## src/rtl/mem_port_arbiter_pkg.sv

```systemverilog
// Shared types for the IF/MEM memory port arbiter.
// FSM states, owner IDs and counter widths.
package mem_port_arbiter_pkg;

  typedef enum logic [1:0] {
    IDLE    = 2'd0,
    IF_BUSY = 2'd1,
    DM_BUSY = 2'd2,
    RESP    = 2'd3
  } arb_state_e;

  typedef enum logic {
    OWN_IF = 1'b0,
    OWN_DM = 1'b1
  } owner_e;

  localparam int TMO_W    = 4;
  localparam int STREAK_W = 3;

  function automatic owner_e busy_owner(
    input arb_state_e s
  );
    return (s == DM_BUSY) ? OWN_DM : OWN_IF;
  endfunction

endpackage

```

## src/rtl/mem_port_arbiter.sv

```systemverilog
// Single-port memory arbiter between IF (fetch) and MEM (load/store).
// Optional anti-starvation guard for IF: define STARVE_GUARD_EN.
module mem_port_arbiter
  import mem_port_arbiter_pkg::*;
#(
  parameter int AW            = 32,
  parameter int DW            = 32,
  parameter int MAX_DM_STREAK = 4,
  parameter int TIMEOUT       = 15
) (
  input  logic            clk,
  input  logic            reset,
  input  logic            if_req,
  input  logic [AW-1:0]   if_addr,
  output logic            if_ack,
  output logic [DW-1:0]   if_rdata,
  input  logic            dm_req,
  input  logic            dm_we,
  input  logic [AW-1:0]   dm_addr,
  input  logic [DW-1:0]   dm_wdata,
  input  logic [DW/8-1:0] dm_be,
  output logic            dm_ack,
  output logic [DW-1:0]   dm_rdata,
  output logic            mem_req,
  output logic            mem_we,
  output logic [AW-1:0]   mem_addr,
  output logic [DW-1:0]   mem_wdata,
  output logic [DW/8-1:0] mem_be,
  input  logic [DW-1:0]   mem_rdata,
  input  logic            mem_ready,
  output logic            stall_if,
  output logic            stall_dm,
  output logic            bus_err
);

  localparam int BW = DW/8;
  localparam logic [TMO_W-1:0] TMO_LAST =
    TMO_W'(TIMEOUT-1);

  arb_state_e        state_q, state_d;
  logic              mem_req_q, mem_req_d;
  logic              mem_we_q, mem_we_d;
  logic [AW-1:0]     mem_addr_q, mem_addr_d;
  logic [DW-1:0]     mem_wdata_q, mem_wdata_d;
  logic [BW-1:0]     mem_be_q, mem_be_d;
  logic              if_ack_q, if_ack_d;
  logic              dm_ack_q, dm_ack_d;
  logic [DW-1:0]     if_rdata_q, if_rdata_d;
  logic [DW-1:0]     dm_rdata_q, dm_rdata_d;
  logic [TMO_W-1:0]  tmo_q, tmo_d;
  logic              bus_err_q, bus_err_d;
  logic              starve;
  logic              tmo_hit;

  assign tmo_hit = (tmo_q == TMO_LAST);

`ifdef STARVE_GUARD_EN
  logic [STREAK_W-1:0] streak_q, streak_d;

  assign starve = if_req &&
    (streak_q == STREAK_W'(MAX_DM_STREAK));

  always_comb begin
    streak_d = streak_q;
    if (state_q == IDLE && state_d == IF_BUSY)
      streak_d = '0;
    else if (state_q == IDLE && state_d == DM_BUSY && if_req)
      streak_d = streak_q + 1'b1;
  end

  always_ff @(posedge clk or negedge reset) begin
    if (!reset) streak_q <= '0;
    else        streak_q <= streak_d;
  end
`else
  logic unused_streak_cap;
  assign unused_streak_cap = (MAX_DM_STREAK != 0);
  assign starve = 1'b0;
`endif

  always_comb begin
    state_d     = state_q;
    mem_req_d   = mem_req_q;
    mem_we_d    = mem_we_q;
    mem_addr_d  = mem_addr_q;
    mem_wdata_d = mem_wdata_q;
    mem_be_d    = mem_be_q;
    if_ack_d    = 1'b0;
    dm_ack_d    = 1'b0;
    if_rdata_d  = if_rdata_q;
    dm_rdata_d  = dm_rdata_q;
    tmo_d       = tmo_q;
    bus_err_d   = bus_err_q;
    unique case (state_q)
      IDLE: begin
        // MEM is the older instruction, so it wins ties
        if (dm_req && !starve) begin
          state_d     = DM_BUSY;
          mem_req_d   = 1'b1;
          mem_we_d    = dm_we;
          mem_addr_d  = dm_addr;
          mem_wdata_d = dm_wdata;
          mem_be_d    = dm_be;
          tmo_d       = '0;
        end else if (if_req) begin
          state_d     = IF_BUSY;
          mem_req_d   = 1'b1;
          mem_we_d    = 1'b0;
          mem_addr_d  = if_addr;
          mem_wdata_d = '0;
          mem_be_d    = '0;
          tmo_d       = '0;
        end
      end
      IF_BUSY, DM_BUSY: begin
        tmo_d = tmo_q + 1'b1;
        if (mem_ready || tmo_hit) begin
          state_d   = RESP;
          mem_req_d = 1'b0;
          if (!mem_ready) bus_err_d = 1'b1;
          if (busy_owner(state_q) == OWN_DM) begin
            dm_ack_d   = 1'b1;
            dm_rdata_d = mem_ready ? mem_rdata : '0;
          end else begin
            if_ack_d   = 1'b1;
            if_rdata_d = mem_ready ? mem_rdata : '0;
          end
        end
      end
      RESP: begin
        state_d = IDLE;
      end
    endcase
  end

  always_ff @(posedge clk or negedge reset) begin
    if (!reset) begin
      state_q     <= IDLE;
      mem_req_q   <= 1'b0;
      mem_we_q    <= 1'b0;
      mem_addr_q  <= '0;
      mem_wdata_q <= '0;
      mem_be_q    <= '0;
      if_ack_q    <= 1'b0;
      dm_ack_q    <= 1'b0;
      if_rdata_q  <= '0;
      dm_rdata_q  <= '0;
      tmo_q       <= '0;
      bus_err_q   <= 1'b0;
    end else begin
      state_q     <= state_d;
      mem_req_q   <= mem_req_d;
      mem_we_q    <= mem_we_d;
      mem_addr_q  <= mem_addr_d;
      mem_wdata_q <= mem_wdata_d;
      mem_be_q    <= mem_be_d;
      if_ack_q    <= if_ack_d;
      dm_ack_q    <= dm_ack_d;
      if_rdata_q  <= if_rdata_d;
      dm_rdata_q  <= dm_rdata_d;
      tmo_q       <= tmo_d;
      bus_err_q   <= bus_err_d;
    end
  end

  assign mem_req   = mem_req_q;
  assign mem_we    = mem_we_q;
  assign mem_addr  = mem_addr_q;
  assign mem_wdata = mem_wdata_q;
  assign mem_be    = mem_be_q;
  assign if_ack    = if_ack_q;
  assign dm_ack    = dm_ack_q;
  assign if_rdata  = if_rdata_q;
  assign dm_rdata  = dm_rdata_q;
  assign bus_err   = bus_err_q;
  assign stall_if  = if_req & ~if_ack_q;
  assign stall_dm  = dm_req & ~dm_ack_q;

endmodule

```

## config.mk

```make
export PLATFORM = sky130hd
export DESIGN_NAME = mem_port_arbiter
export DESIGN_NICKNAME = d
export VERILOG_FILES = /design/src/rtl/mem_port_arbiter_pkg.sv /design/src/rtl/mem_port_arbiter.sv
export SDC_FILE = /design/constraint.sdc
export NUM_CORES = 1
export LEC_CHECK = 0
export CORE_UTILIZATION = 27
export CTS_CLUSTER_SIZE = 25
export DETAILED_ROUTE_END_ITERATION = 12
export MAX_ROUTING_LAYER = met4
export SYNTH_ARGS = -nofsm -noshare
export SYNTH_HDL_FRONTEND = slang
export SYNTH_SLANG_ARGS = --single-unit
```

## constraint.sdc

```tcl
create_clock -name clk -period 3.95 [get_ports clk]
set_input_delay 0.395 -clock clk [delete_from_list [all_inputs] [get_ports clk]]
set_output_delay 0.395 -clock clk [all_outputs]
set_load 0.05 [all_outputs]
```

==> impl_metrics.tcl, run 1 <==
set metrics [dict create \
    grtUsageTotal 0.156 \
    finalWirelength_mm 16.8 \
    cts.clk_slew.worst_paths_ps 60 \
    grt_max_degree 90 \
    cp_slowest_cell "ha_1" \
    fmax_mhz 395 \
    detail-route-antenna-nets 0 \
    drt-pass1-iter-count 6 \
    drtIter0Drc 247 \
    cp-start-kind "flip-flop" \
    globalplace.congestion 0.797 \
    setup-tns-final_ps 0 \
    die_width_um 148 \
    outcome "finished clean" \
    slew_violations 0 \
    synthCells 439 \
    synth_area_per_cell_um2 13.2 \
    hp-class "flip-flop to flip-flop" \
    critPathBufInv 2 \
    synthesis.nets 582 \
    crit_chain "inv_1 > ha_1 > and2_1 > buf_4 > nand2_2 > a32o_1" \
    drc 0 \
    cp_max_fo 33 \
    synth_seq_area_share 0.618 \
    setup_ws_ps 1420 \
    worst_clock_skew_ps 9.06 \
    synth_area_um2 5790 \
    hpwl_mm 11.8 \
    stdcell_count 989 \
    setup_viol 0 \
    arrival_ps 2820 \
    row_count 53 \
    place_ws_ps 1420 \
    grt_util_met3 0.0362 \
    die_h_um 148 \
    crit_required_ps 4240 \
    clock_sinks 143 \
    path_class "flip-flop to flip-flop" \
    met2_usage 0.258 \
    viasPerCell 4.81 \
    slew_headroom 0.530 \
    antenna_found_initial 1 \
    yosysTopAreaCell "dfrtp_1" \
    p_per_area_nw_per_um2 1040 \
    post_cts_resized 0 \
    busiest_layer "met2" \
    core_area_um2 21000 \
    area_growth_pct 61.2 \
    grt_util_met1 0.179 \
    cp_top_family "simple AND/OR/NAND/NOR gates" \
    fin_hold_ws_ps 477 \
    synth_top_area_frac 0.618 \
    synth_cell_types 36 \
    grt_pass1_wl_mm 26.0 \
    p_leak_nw 4.01 \
    place_inst 955 \
    fin_crit_sh 0.640 \
    critPathCaptureType "flip-flop" \
    initial_utilization 0.275 \
    cap_viol_max_count 0 \
    numCtsBuffers 17 \
    cts_root_buf "clkbuf_16" \
    port_buffers 276 \
    clock_path_buffers 2 \
    rsz0062_at_grt "false" \
    cts_tree "built" \
    grt_pass1_vias 4976 \
    fin_crit_ps 2530 \
    overflow 0 \
    worst_pin_slew_ps 703 \
    synth_seq_cells 143 \
    vias 4759 \
    synthTopCellsByArea "dfrtp_1 (62%), a32o_1 (11%), mux2i_1 (6.6%)" \
    yosysWarnings 0 \
    num_io_pins 277 \
    nets 843 \
    avgRoutedWirePerCell_um 17.0 \
    clock_latency_ps 410 \
    die-area_um2 22000 \
    drive_gt1_frac 0.0659 \
    slowest_delay_ps 570 \
    htreeDepth 4 \
    ir_drop_mv 0.549 \
    hold_violations 0 \
]
## path summary, 6_finish.rpt
check,start,endpoint,slack (ps),cells past startpoint
hold / removal,bus_err,bus_err,480,2
min in group asynchronous,reset,dm_rdata[7],500,2
max in group asynchronous,reset,mem_wdata[3],2590,3
setup reg to reg,state_q[0],dm_rdata[1],1420,6
setup / recovery,state_q[0],dm_rdata[1],1420,6
hold reg to reg,bus_err,bus_err,480,2
## repair_timing
item                      in CTS  in global routing
hold endpoints to repair      54                  0
hold buffers                   1                  0
setup buffers                  0                  0
## final cells by class
cell class                 instances  area (um^2)
clock inverter                    13          153
tap                              275          344
multi-input combinational        245         1940
inverter                           9         33.8
fill                            1917        11700
antenna                            1         2.50
sequential                       143         3580
clock buffer                      19          433
timing repair buffer             284         2840
## cell usage in the layout (no fill, tap or decap), types with 2 or more instances in the layout
| master | instances |
|---|---|
| a21oi_1 | 3 |
| a22o_1 | 37 |
| a32o_1 | 64 |
| and2_1 | 2 |
| buf_12 | 2 |
| buf_2 | 2 |
| buf_4 | 5 |
| bufinv_16 | 2 |
| clkbuf_1 | 2 |
| clkbuf_16 | 17 |
| clkdlybuf4s50_1 | 273 |
| clkinv_2 | 2 |
| clkinv_4 | 3 |
| dfrtp_1 | 143 |
| ha_1 | 5 |
| inv_1 | 9 |
| inv_6 | 3 |
| inv_8 | 2 |
| mux2i_1 | 38 |
| nand2_1 | 34 |
| nand2b_1 | 3 |
| nand3_1 | 2 |
| nor2_1 | 3 |
| nor2b_1 | 2 |
| o21ai_0 | 35 |
## synth_stat cells, drive strengths merged
library cell and number:
dfrtp 143, a32o 64, mux2i 38, a22o 37, buf 37, nand2 36
o21ai 36, inv 9, clkbuf 5, ha 5, a21oi 3, nand2b 3
nor2 3, nor2b 3, and2 2, nand3 2, a211o 1, a21o 1
a31o 1, a31oi 1, nand3b 1, nor3b 1, o21ba 1, o311a 1
o311ai 1, o31ai 1, or3b 1, or4bb 1, xnor2 1
## sequential cells by signal (all words and copies together), names as in the netlist
name,cells
bus_err,1
dm_ack,1
dm_rdata,32
if_ack,1
if_rdata,32
mem_addr,32
mem_be,4
mem_req,1
mem_wdata,32
mem_we,1
state_q,2
tmo_q,4
## power by group
group	internal [mW]	total (mW)	switching (mW)	leakage, nW
clock network	0.945	1.58	0.635	0.286
registers	2.17	2.59	0.414	1.79
logic	1.93	5.52	3.59	1.93
## cell families (layout without fill, tap and decap cells)
family	after synthesis	after routing	share of synthesized area
compound gates	148	148	0.212
flops	143	143	0.618
simple gates	53	53	0.0434
buf+inv	51	325	0.0484
mux	38	38	0.0657
fa+ha+maj	5	5	0.0108
xor+xnor	1	1	0.00151
other cells	0	1	0
## stage by stage
stage,total power [mW],instance area (um^2),util
floorplan,6.25,5790,-
global placement,8.06,8730,0.415
detailed placement,8.16,8730,0.415
CTS,9.80,9330,0.444
global route,10.2,9330,0.444
finish,9.69,9330,0.444
## layer usage
metal	wire length, um	vias up
li1	-	2185
met1	6820	2368
met2	8580	176
met3	912	30
met4	477	0
met5	0	-
## worst min-delay path: stages (launching register included)
cell     delay, ps
dfrtp_1        350
inv_1           40
o31ai_1         50
(Power assumes the default switching activity.)
==> run 2: changes to the inputs <==
Clock period 3.95 ns to 2.2 ns, I/O delays scaled along.
==> run 2 against run 1 <==
- flip-flop and latch count is the same
- design area grew 0.97%
- critical endpoint is now state_q[1]
- utilization is 0.43 points higher
- clock power is 87% higher
- critical path depth down 1
- die area stayed put
- sequential share of layout area shrank 0.37 points
- worst setup slack worse by 1100 ps
- wire length increased by 0.96%
- largest power group unchanged
- clock skew rose by 1.0 ps
- clock-buffer cell count fell by 1
- final cell count rose by 0.40%
==> impl_metrics.tcl, run 2 (synthesized netlist as in run 1, its figures left out) <==
set metrics [dict create \
    finalPower_mw 17.6 \
    reg2reg_depth 5 \
    fin_crit_ps 1860 \
    min_from "dm_req" \
    postCtsSetupBuffers 0 \
    switching_share 0.475 \
    cp-start-kind "flip-flop" \
    grt_pass1_wl_mm 25.9 \
    arrival_ps 2150 \
    crit_required_ps 2490 \
    path_class "flip-flop to flip-flop" \
    vias 4728 \
    clock_path_buffers 2 \
    initial_utilization 0.275 \
    post_cts_resized 0 \
    die-area_um2 22000 \
    final.fill_count 1912 \
    cp_max_fo 10 \
    worst_pin_slew_ps 566 \
    p_per_area_nw_per_um2 1870 \
    grtUsageTotal 0.157 \
    die_h_um 148 \
    die_width_um 148 \
    globalplace.congestion 0.742 \
    detail-route-antenna-nets 0 \
    hp-class "input pin to flip-flop" \
    cts_hold_buf 1 \
    slew_headroom 0.621 \
    hold_violations 0 \
    p_int_mw 9.25 \
    numCtsBuffers 17 \
    critPathCaptureType "flip-flop" \
    holdPathStages 3 \
    drive_gt1_frac 0.0766 \
    finalWirelength_mm 16.9 \
    antenna_cells 0 \
    antenna_found_initial 0 \
    grt_max_degree 70 \
    cts_tree "built" \
    fin_crit_sh 0.846 \
    drtIter0Drc 166 \
    power_frac_seq 0.263 \
    rsz0062_at_grt "false" \
    pwr-share-clk 0.168 \
    drc 0 \
    cts_root_buf "clkbuf_16" \
    overflow 0 \
    p_comb_frac 0.569 \
    rr_startpoint "state_q[0]" \
    outcome "finished clean" \
    viasPerCell 4.76 \
    r2r_setup_slack_ps 340 \
    num_io_pins 277 \
    cap_viol_max_count 0 \
    avgRoutedWirePerCell_um 17.1 \
    port_buffers 276 \
    slew_violations 0 \
    switchingPower_mw 8.36 \
    final_cell_mix "clkdlybuf4s50_1 (271), dfrtp_1 (143), a32o_1 (64)" \
    grt_pass1_vias 4930 \
    core_area_um2 21000 \
    clock_latency_ps 420 \
    row_count 53 \
    area_growth_pct 62.7 \
    hpwl_mm 12.2 \
    setup-tns-final_ps 0 \
    clock_sinks 143 \
    htreeDepth 4 \
    worst_clock_skew_ps 10.1 \
    drt-pass1-iter-count 9 \
    r2r_end "state_q[1]" \
    ir_drop_mv 1.05 \
    p_leak_nw 4.05 \
    setup_viol 0 \
    final_common_cell "clkdlybuf4s50_1" \
    holdPathEnd "state_q[1]" \
    cts.clk_slew.worst_paths_ps 60 \
    nets 848 \
    fmax_mhz 538 \
]
## run 2: cell types whose count changed in the layout (fill, tap and decap cells not counted), sizes merged
cell           delta
inv               -1
clkinv            -1
diode             -1
clkinvlp          +2
bufinv            +1
buf               +7
clkdlybuf4s50     -2
clkbuf            -1
## run 2: metal layers
metal | vias to the layer above | global-route usage | wire length [um]
li1 | 2198 | - | -
met1 | 2342 | 0.174 | 6880
met2 | 164 | 0.272 | 8780
met3 | 24 | 0.0337 | 959
met4 | 0 | 0.0680 | 325
met5 | - | - | 0
## run 2: critical path: stages, from the launching register on
cell and delay (ps):
dfrtp_1 360, inv_1 110, ha_1 410, nor3b_1 510, a31oi_1 170, mux2i_1 160
## run 2: layout make-up
cell class,instances,area [um^2],area share
multi-input combinational,245,1940,0.206
inverter,9,33.8,0.00359
tap,275,344,0.0365
clock buffer,18,429,0.0456
sequential,143,3580,0.380
clock inverter,14,179,0.0190
timing repair buffer,289,2910,0.309
## run 2: metrics by stage
stage | util | instance area [um^2] | setup WS (ps) | cells | hold WS [ps]
floorplan | - | 5790 | 662 | 439 | -75.6
global placement | 0.419 | 8800 | 431 | 960 | 179
detailed placement | 0.419 | 8800 | 350 | 960 | 198
CTS | 0.448 | 9420 | 320 | 993 | 281
global route | 0.448 | 9420 | 259 | 993 | 300
finish | 0.448 | 9420 | 340 | 993 | 290
## run 2: how the worst max path moves through the flow
stage	slack, ps	cells after the start	start	to
2_1_floorplan	660	1	dm_ack	stall_dm
3_3_place_gp	430	5	state_q[0]	state_q[1]
3_5_place_dp	350	5	state_q[0]	state_q[1]
4_1_cts	320	1	bus_err	bus_err
5_1_grt	260	5	state_q[0]	state_q[0]
6_report	340	5	state_q[0]	state_q[1]
## run 2: power by group through the flow
stage / Sequential (mW) / Clock, mW / Combinational (mW)
after floorplan: 8.72 / 0 / 2.50
after CTS: 4.64 / 3.03 / 10.1
after detailed placement: 4.66 / 0 / 10.1
after global placement: 4.62 / 0 / 9.96
final: 4.63 / 2.95 / 10.0
after global routing: 4.80 / 3.17 / 10.4
